`src/rtl/pong_pkg.sv`:
```
// Shared game-state encoding, colours and start positions for the pong pixel source.
package pong_pkg;

  typedef enum logic [1:0] {SERVE, PLAY, MISS} game_state_t;

  localparam logic [23:0] WHITE     = 24'hFF_FFFF;
  localparam logic [23:0] BALL_MISS = 24'hFF_0000;
  localparam logic [23:0] BG_CHECK  = 24'h20_2020;
  // Red channel forced onto the background during the miss flash.
  localparam logic [7:0]  BG_MISS   = 8'h40;

  localparam logic [9:0] SERVE_X      = 10'd312;
  localparam logic [8:0] SERVE_Y      = 9'd240;
  localparam logic [8:0] PADDLE_RESET = 9'd192;

endpackage

```
`src/rtl/pong_game_core_quad.sv`:
```
// Rotary-encoder front end: synchronises the quadrature phases and tracks a clamped paddle position.
module quad_decoder
  import pong_pkg::*;
(
  input  logic       pixclk,
  input  logic       rst,
  input  logic       quadA,
  input  logic       quadB,
  output logic [8:0] position
);

  logic [2:0] sync_a;
  logic [2:0] sync_b;
  logic       step;
  logic       dir;

  always_ff @(posedge pixclk) begin
    if (rst) begin
      sync_a <= '0;
      sync_b <= '0;
    end else begin
      sync_a <= {sync_a[1:0], quadA};
      sync_b <= {sync_b[1:0], quadB};
    end
  end

  assign step = sync_a[2] ^ sync_a[1] ^ sync_b[2] ^ sync_b[1];
  assign dir  = sync_a[2] ^ sync_b[1];

  always_ff @(posedge pixclk) begin
    if (rst) begin
      position <= PADDLE_RESET;
    end else if (step) begin
      if (dir && position != '1)
        position <= position + 9'd1;
      else if (!dir && position != '0)
        position <= position - 9'd1;
    end
  end

endmodule

```
`src/rtl/pong_game_core.sv`:
```
// Pong pixel source: paddle/ball/serve-miss game logic and registered RGB with realigned syncs.
module pong_game_core
  import pong_pkg::*;
#(
  parameter int unsigned BALL_SIZE    = 16,
  parameter int unsigned PADDLE_WIDTH = 112,
  parameter int unsigned PADDLE_ROW   = 27,
  parameter int unsigned MISS_Y       = 464,
  parameter int unsigned TICK_LINE    = 500,
  parameter int unsigned SERVE_FRAMES = 60,
  parameter int unsigned MISS_FRAMES  = 30
) (
  input  logic       pixclk,
  input  logic       rst,
  input  logic       quadA,
  input  logic       quadB,
  input  logic [9:0] counter_x,
  input  logic [9:0] counter_y,
  input  logic       draw_area_in,
  input  logic       hsync_in,
  input  logic       vsync_in,
  output logic [7:0] red,
  output logic [7:0] green,
  output logic [7:0] blue,
  output logic       de_out,
  output logic       hsync_out,
  output logic       vsync_out,
  output logic [3:0] misses
);

  localparam int unsigned CNT_W =
    $clog2((SERVE_FRAMES > MISS_FRAMES) ? SERVE_FRAMES : MISS_FRAMES);

  logic [8:0]  paddle_pos;
  game_state_t state, state_n;
  logic [CNT_W-1:0] frame_cnt, frame_cnt_n;
  logic [9:0]  ball_x, ball_x_n;
  logic [8:0]  ball_y, ball_y_n;
  logic        dir_x, dir_x_n, dir_y, dir_y_n;
  logic [3:0]  misses_n;
  logic        hit_x1, hit_x2, hit_y1, hit_y2;
  logic        border, paddle, ball, bouncer, tick;
  logic [10:0] cx, cy, bx, by, px;
  logic [23:0] pixel;

  quad_decoder u_quad (
    .pixclk   (pixclk),
    .rst      (rst),
    .quadA    (quadA),
    .quadB    (quadB),
    .position (paddle_pos)
  );

  // Widened copies so probe and object sums never truncate.
  assign cx = {1'b0, counter_x};
  assign cy = {1'b0, counter_y};
  assign bx = 11'(ball_x);
  assign by = 11'(ball_y);
  assign px = 11'(paddle_pos);

  assign border  = counter_x[9:3] == 7'd0 || counter_x[9:3] == 7'd79 || counter_y[8:3] == 6'd0;
  assign paddle  = cx >= px + 11'd8 && cx <= px + 11'(8 + PADDLE_WIDTH) &&
                   counter_y[8:4] == 5'(PADDLE_ROW);
  assign ball    = cx >= bx && cx < bx + 11'(BALL_SIZE) && cy >= by && cy < by + 11'(BALL_SIZE);
  assign bouncer = border | paddle;
  assign tick    = counter_y == 10'(TICK_LINE) && counter_x == '0;

  always_ff @(posedge pixclk) begin
    if (rst || tick) begin
      hit_x1 <= 1'b0;
      hit_x2 <= 1'b0;
      hit_y1 <= 1'b0;
      hit_y2 <= 1'b0;
    end else if (bouncer) begin
      if (cx == bx && cy == by + 11'(BALL_SIZE / 2))                       hit_x1 <= 1'b1;
      if (cx == bx + 11'(BALL_SIZE) && cy == by + 11'(BALL_SIZE / 2))      hit_x2 <= 1'b1;
      if (cx == bx + 11'(BALL_SIZE / 2) && cy == by)                       hit_y1 <= 1'b1;
      if (cx == bx + 11'(BALL_SIZE / 2) && cy == by + 11'(BALL_SIZE))      hit_y2 <= 1'b1;
    end
  end

  always_comb begin
    state_n     = state;
    frame_cnt_n = frame_cnt;
    ball_x_n    = ball_x;
    ball_y_n    = ball_y;
    dir_x_n     = dir_x;
    dir_y_n     = dir_y;
    misses_n    = misses;
    if (tick) begin
      unique case (state)
        SERVE: begin
          ball_x_n = SERVE_X;
          ball_y_n = SERVE_Y;
          dir_x_n  = 1'b0;
          dir_y_n  = 1'b1;
          if (frame_cnt == CNT_W'(SERVE_FRAMES - 1)) begin
            frame_cnt_n = '0;
            state_n     = PLAY;
          end else begin
            frame_cnt_n = frame_cnt + CNT_W'(1);
          end
        end
        PLAY: begin
          if (ball_y >= 9'(MISS_Y)) begin
            if (misses != '1) misses_n = misses + 4'd1;
            frame_cnt_n = '0;
            state_n     = MISS;
          end else begin
            // Move with the pre-tick direction, then apply the bounce.
            if (!(hit_x1 && hit_x2)) begin
              ball_x_n = dir_x ? ball_x - 10'd1 : ball_x + 10'd1;
              if (hit_x2)      dir_x_n = 1'b1;
              else if (hit_x1) dir_x_n = 1'b0;
            end
            if (!(hit_y1 && hit_y2)) begin
              ball_y_n = dir_y ? ball_y - 9'd1 : ball_y + 9'd1;
              if (hit_y2)      dir_y_n = 1'b1;
              else if (hit_y1) dir_y_n = 1'b0;
            end
          end
        end
        MISS: begin
          if (frame_cnt == CNT_W'(MISS_FRAMES - 1)) begin
            frame_cnt_n = '0;
            state_n     = SERVE;
            ball_x_n    = SERVE_X;
            ball_y_n    = SERVE_Y;
            dir_x_n     = 1'b0;
            dir_y_n     = 1'b1;
          end else begin
            frame_cnt_n = frame_cnt + CNT_W'(1);
          end
        end
        default: state_n = SERVE;
      endcase
    end
  end

  always_ff @(posedge pixclk) begin
    if (rst) begin
      state     <= SERVE;
      frame_cnt <= '0;
      ball_x    <= SERVE_X;
      ball_y    <= SERVE_Y;
      dir_x     <= 1'b0;
      dir_y     <= 1'b1;
      misses    <= '0;
    end else begin
      state     <= state_n;
      frame_cnt <= frame_cnt_n;
      ball_x    <= ball_x_n;
      ball_y    <= ball_y_n;
      dir_x     <= dir_x_n;
      dir_y     <= dir_y_n;
      misses    <= misses_n;
    end
  end

  always_comb begin
    pixel = '0;
    if (!draw_area_in) begin
      pixel = '0;
    end else if (bouncer) begin
      pixel = WHITE;
    end else if (ball) begin
      pixel = (state == MISS) ? BALL_MISS : WHITE;
    end else begin
      pixel = (counter_x[3] ^ counter_y[3]) ? BG_CHECK : '0;
      if (state == MISS) pixel[23:16] = BG_MISS;
    end
  end

  always_ff @(posedge pixclk) begin
    if (rst) begin
      {red, green, blue} <= '0;
      de_out    <= 1'b0;
      hsync_out <= 1'b0;
      vsync_out <= 1'b0;
    end else begin
      {red, green, blue} <= pixel;
      de_out    <= draw_area_in;
      hsync_out <= hsync_in;
      vsync_out <= vsync_in;
    end
  end

endmodule

```
`config.mk`:
```
export PLATFORM = sky130hd
export DESIGN_NAME = pong_game_core
export DESIGN_NICKNAME = d
export VERILOG_FILES = /design/src/rtl/pong_pkg.sv /design/src/rtl/pong_game_core_quad.sv /design/src/rtl/pong_game_core.sv
export SDC_FILE = /design/constraint.sdc
export NUM_CORES = 1
export LEC_CHECK = 0
export CAP_MARGIN = 0
export CORE_MARGIN = 5
export CORE_UTILIZATION = 30
export DETAILED_ROUTE_END_ITERATION = 7
export HOLD_SLACK_MARGIN = 0.1
export PLACE_DENSITY = 0.57
export SETUP_SLACK_MARGIN = 0.05
export SLEW_MARGIN = 15
export SYNTH_ARGS = -nofsm -noshare
export SYNTH_HDL_FRONTEND = slang
export SYNTH_SLANG_ARGS = --single-unit
```
`constraint.sdc`:
```
create_clock -name pixclk -period 3.5 [get_ports pixclk]
set_input_delay 0.7 -clock pixclk [delete_from_list [all_inputs] [get_ports pixclk]]
set_output_delay 0.7 -clock pixclk [all_outputs]
set_load 0.005 [all_outputs]
```
==> results.sh <==
export IMPL_dp_hpwl_microns=11200
export IMPL_synth_top_family_by_area="simple AND/OR/NAND/NOR gates"
export IMPL_cts_tree="yes"
export IMPL_final_nets=841
export IMPL_drc=0
export IMPL_worstHoldPathType="reg -> reg"
export IMPL_drt_pre_antenna_iters=5
export IMPL_worstMarginPinSlew_ns=0.778
export IMPL_synthMuxAreaShare_pct=0.943
export IMPL_post_cts_buffers=0
export IMPL_grt_max_degree=29
export IMPL_ys_seq_area_share_pct=22.1
export IMPL_grt_overflow_total=0
export IMPL_die_width_microns=145
export IMPL_vias=4854
export IMPL_final_util_pct=37.0
export IMPL_portBuffers=57
export IMPL_vias_per_cell=5.05
export IMPL_rsz0062_at_grt="false"
export IMPL_slew_headroom_pct=48.1
export IMPL_die_area_sq_um=20900
export IMPL_syn_avg_cell_area_sq_um=8.15
export IMPL_ys_warn_count=0
export IMPL_path_clk_slew_ns=0.05
export IMPL_area_delta_synth_final_pct=21.6
export IMPL_synth_top_flop_cell="dfxtp_1"
export IMPL_async_flop_share_pct=0
export IMPL_cts_hold_buf=0
export IMPL_finalCritPeriodShare_pct=88.5
export IMPL_synth_xor_area_share_pct=9.82
export IMPL_p_total_uw=2240
export IMPL_synth_compound_area_share_pct=17.5
export IMPL_wl_per_cell_microns=14.8
export IMPL_antenna_found_initial=0
export IMPL_insertion_delay_ns=0.34
export IMPL_fill_cells=1858
export IMPL_synth_adder_area_share_pct=20.2
export IMPL_synth_simple_gate_area_share_pct=22.8
export IMPL_crit_fanout=8
export IMPL_crit_path_end_kind="flip-flop"
export IMPL_finalSetupViolCount=0
export IMPL_finalSetupTns_ns=0
export IMPL_ctsLongestPathBuffers=2
export IMPL_clkSinkCount=60
export IMPL_netlist_area_sq_um=5440
export IMPL_rows=49
export IMPL_cts_repair_resized=0
export IMPL_track_usage_pct=14.0
export IMPL_ir_worst_vdd_v=0.000213
export IMPL_critical_path_required_ns=3.77
export IMPL_ys_ff_latch=60
export IMPL_clock_skew_ns=0.00759
export IMPL_fp_coreArea_sq_um=17900
export IMPL_drive_gt1_share_pct=7.38
export IMPL_routed_wl_microns=14200
export IMPL_numCtsBuffers=9
export IMPL_drv_cap=0
export IMPL_status="complete, no violations"
export IMPL_synth_edf_count=0
export IMPL_htree_levels=3
export IMPL_synth_cell_types=67
export IMPL_placed_cell_area_sq_um=6280
export IMPL_antenna_cells=0
export IMPL_first_iter_violations=267
export IMPL_grt_pass1_vias=4619
export IMPL_num_io_pins=58
export IMPL_timing_fmax_ghz=0.323
export IMPL_final_area_sq_um=6620
export IMPL_p_leak_uw=0.00274
export IMPL_critPathLaunchType="input port"
export IMPL_drv_slew=0
export IMPL_grt_first_pass_wirelength_microns=23400
export IMPL_holdWs_ns=0.432
export IMPL_fin_crit_ns=3.10
export IMPL_cts_root_buf="clkbuf_16"
export IMPL_ant_nets=0
export IMPL_gp_congestion=0.829
export IMPL_syn_inst=668
export IMPL_start_util_pct=30.4
export IMPL_dieHeight_microns=145
export IMPL_path_class="in -> reg"
export IMPL_cp_arrival_ns=3.36
export IMPL_hold_viol_final=0
export IMPL_power_density_nw_per_um2=339
export IMPL_synth_fp_nets=781
## cells in the final DEF (no fill, tap or decap), types with 4 or more instances in the layout
master / count
nand2_1: 51
o211ai_1: 5
inv_1: 36
o21a_1: 7
nor2_1: 39
dfxtp_1: 60
nand4_1: 13
nand4b_1: 5
a21o_1: 10
and3_1: 10
clkbuf_16: 9
nor4_1: 4
nand3_1: 29
or4_1: 6
a31oi_1: 5
buf_4: 28
xor2_1: 21
mux2i_1: 4
or3_1: 7
and4_1: 4
a21oi_1: 54
nor3_1: 22
a211oi_1: 6
o21ai_0: 28
nor2b_1: 13
nand2b_1: 11
ha_1: 83
clkdlybuf4s50_1: 56
xnor2_1: 40
o21bai_1: 9
## synth_stat cells (all sizes together), types with 9 or more instances
cell type	instances	area [sq um]
ha	83	1040
dfxtp	60	1200
a21oi	55	279
nand2	51	191
xnor2	40	350
nor2	39	146
inv	36	135
nand3	29	145
o21ai	29	145
buf	23	174
nor3	23	120
xor2	21	184
clkbuf	13	48.8
nand4	13	81.3
nor2b	13	81.3
nand2b	12	82.6
a21o	10	75.1
and3	10	62.6
o21bai	9	67.6
## where the power goes
part           internal (uW)  leakage, uW  switching [uW]
sequential               707     0.000487            39.8
combinational            252      0.00209             251
clock                    678     0.000165             315
total                   1640      0.00274             606
## flip-flops by register name, summed over array words and instances (netlist names)
register	flops
hit_y2	1
hit_x2	1
state	2
dir_x	1
u_quad.sync_a	3
misses	4
hit_y1	1
u_quad.position	9
vsync_out	1
ball_x	10
ball_y	9
hit_x1	1
green	2
u_quad.sync_b	3
frame_cnt	6
dir_y	1
red	3
de_out	1
hsync_out	1
## per-stage QoR
step | setup slack, ns | cells
after floorplan | 0.602 | 668
after global placement | 0.0781 | 946
after detailed placement | 0.0546 | 946
after CTS | 0.403 | 961
after global routing | 0.271 | 961
final | 0.403 | 961
## logic make-up (layout without fill, tap and decap cells)
| group | count (synthesis) | in the layout |
|---|---|---|
| buf+inv | 74 | 138 |
| simple gates | 231 | 231 |
| flops | 60 | 60 |
| compound gates | 151 | 151 |
| mux | 5 | 5 |
| xor+xnor | 61 | 61 |
| fa+ha+maj | 86 | 86 |
## routing by layer
layer / share of wire, % / up-vias / wire length [microns] / GRT usage (%)
li1: - / 2516 / - / -
met1: 51 / 2239 / 7200 / 20.0
met3: 4.3 / 17 / 615 / 2.89
met4: 1.3 / 0 / 187 / 4.42
met5: 0 / - / 0 / 0
met2: 44 / 82 / 6170 / 21.2
## path summary, 6_finish.rpt
kind                           start                 end  slack (ns)  cells after the start
setup reg to reg  u_quad.position[5]  u_quad.position[8]        0.47                     10
setup / recovery        counter_y[7]           ball_x[1]        0.40                      8
hold reg to reg     u_quad.sync_b[0]    u_quad.sync_b[1]        0.43                      1
hold / removal      u_quad.sync_b[0]    u_quad.sync_b[1]        0.43                      1
## final cells by class
class                   count  area [sq um]  share of cell area (%)
well taps                 229           287                    4.33
clock inverters             3          68.8                    1.04
repair buffers             85           776                    11.7
flip-flops and latches     60          1200                    18.2
inverters                  38           143                    2.16
multi-input cells         534          3880                    58.6
clock buffers              12           267                    4.03
## critical path: stages
cell and delay (ns):
clkdlybuf4s50_1 0.51, nand4_1 0.12, or4_1 0.39, or3_1 0.49, or4_4 0.47, and2b_1 0.39
nand3_1 0.12, a21oi_1 0.17
Note: power is estimated with default switching activity, not from simulation.
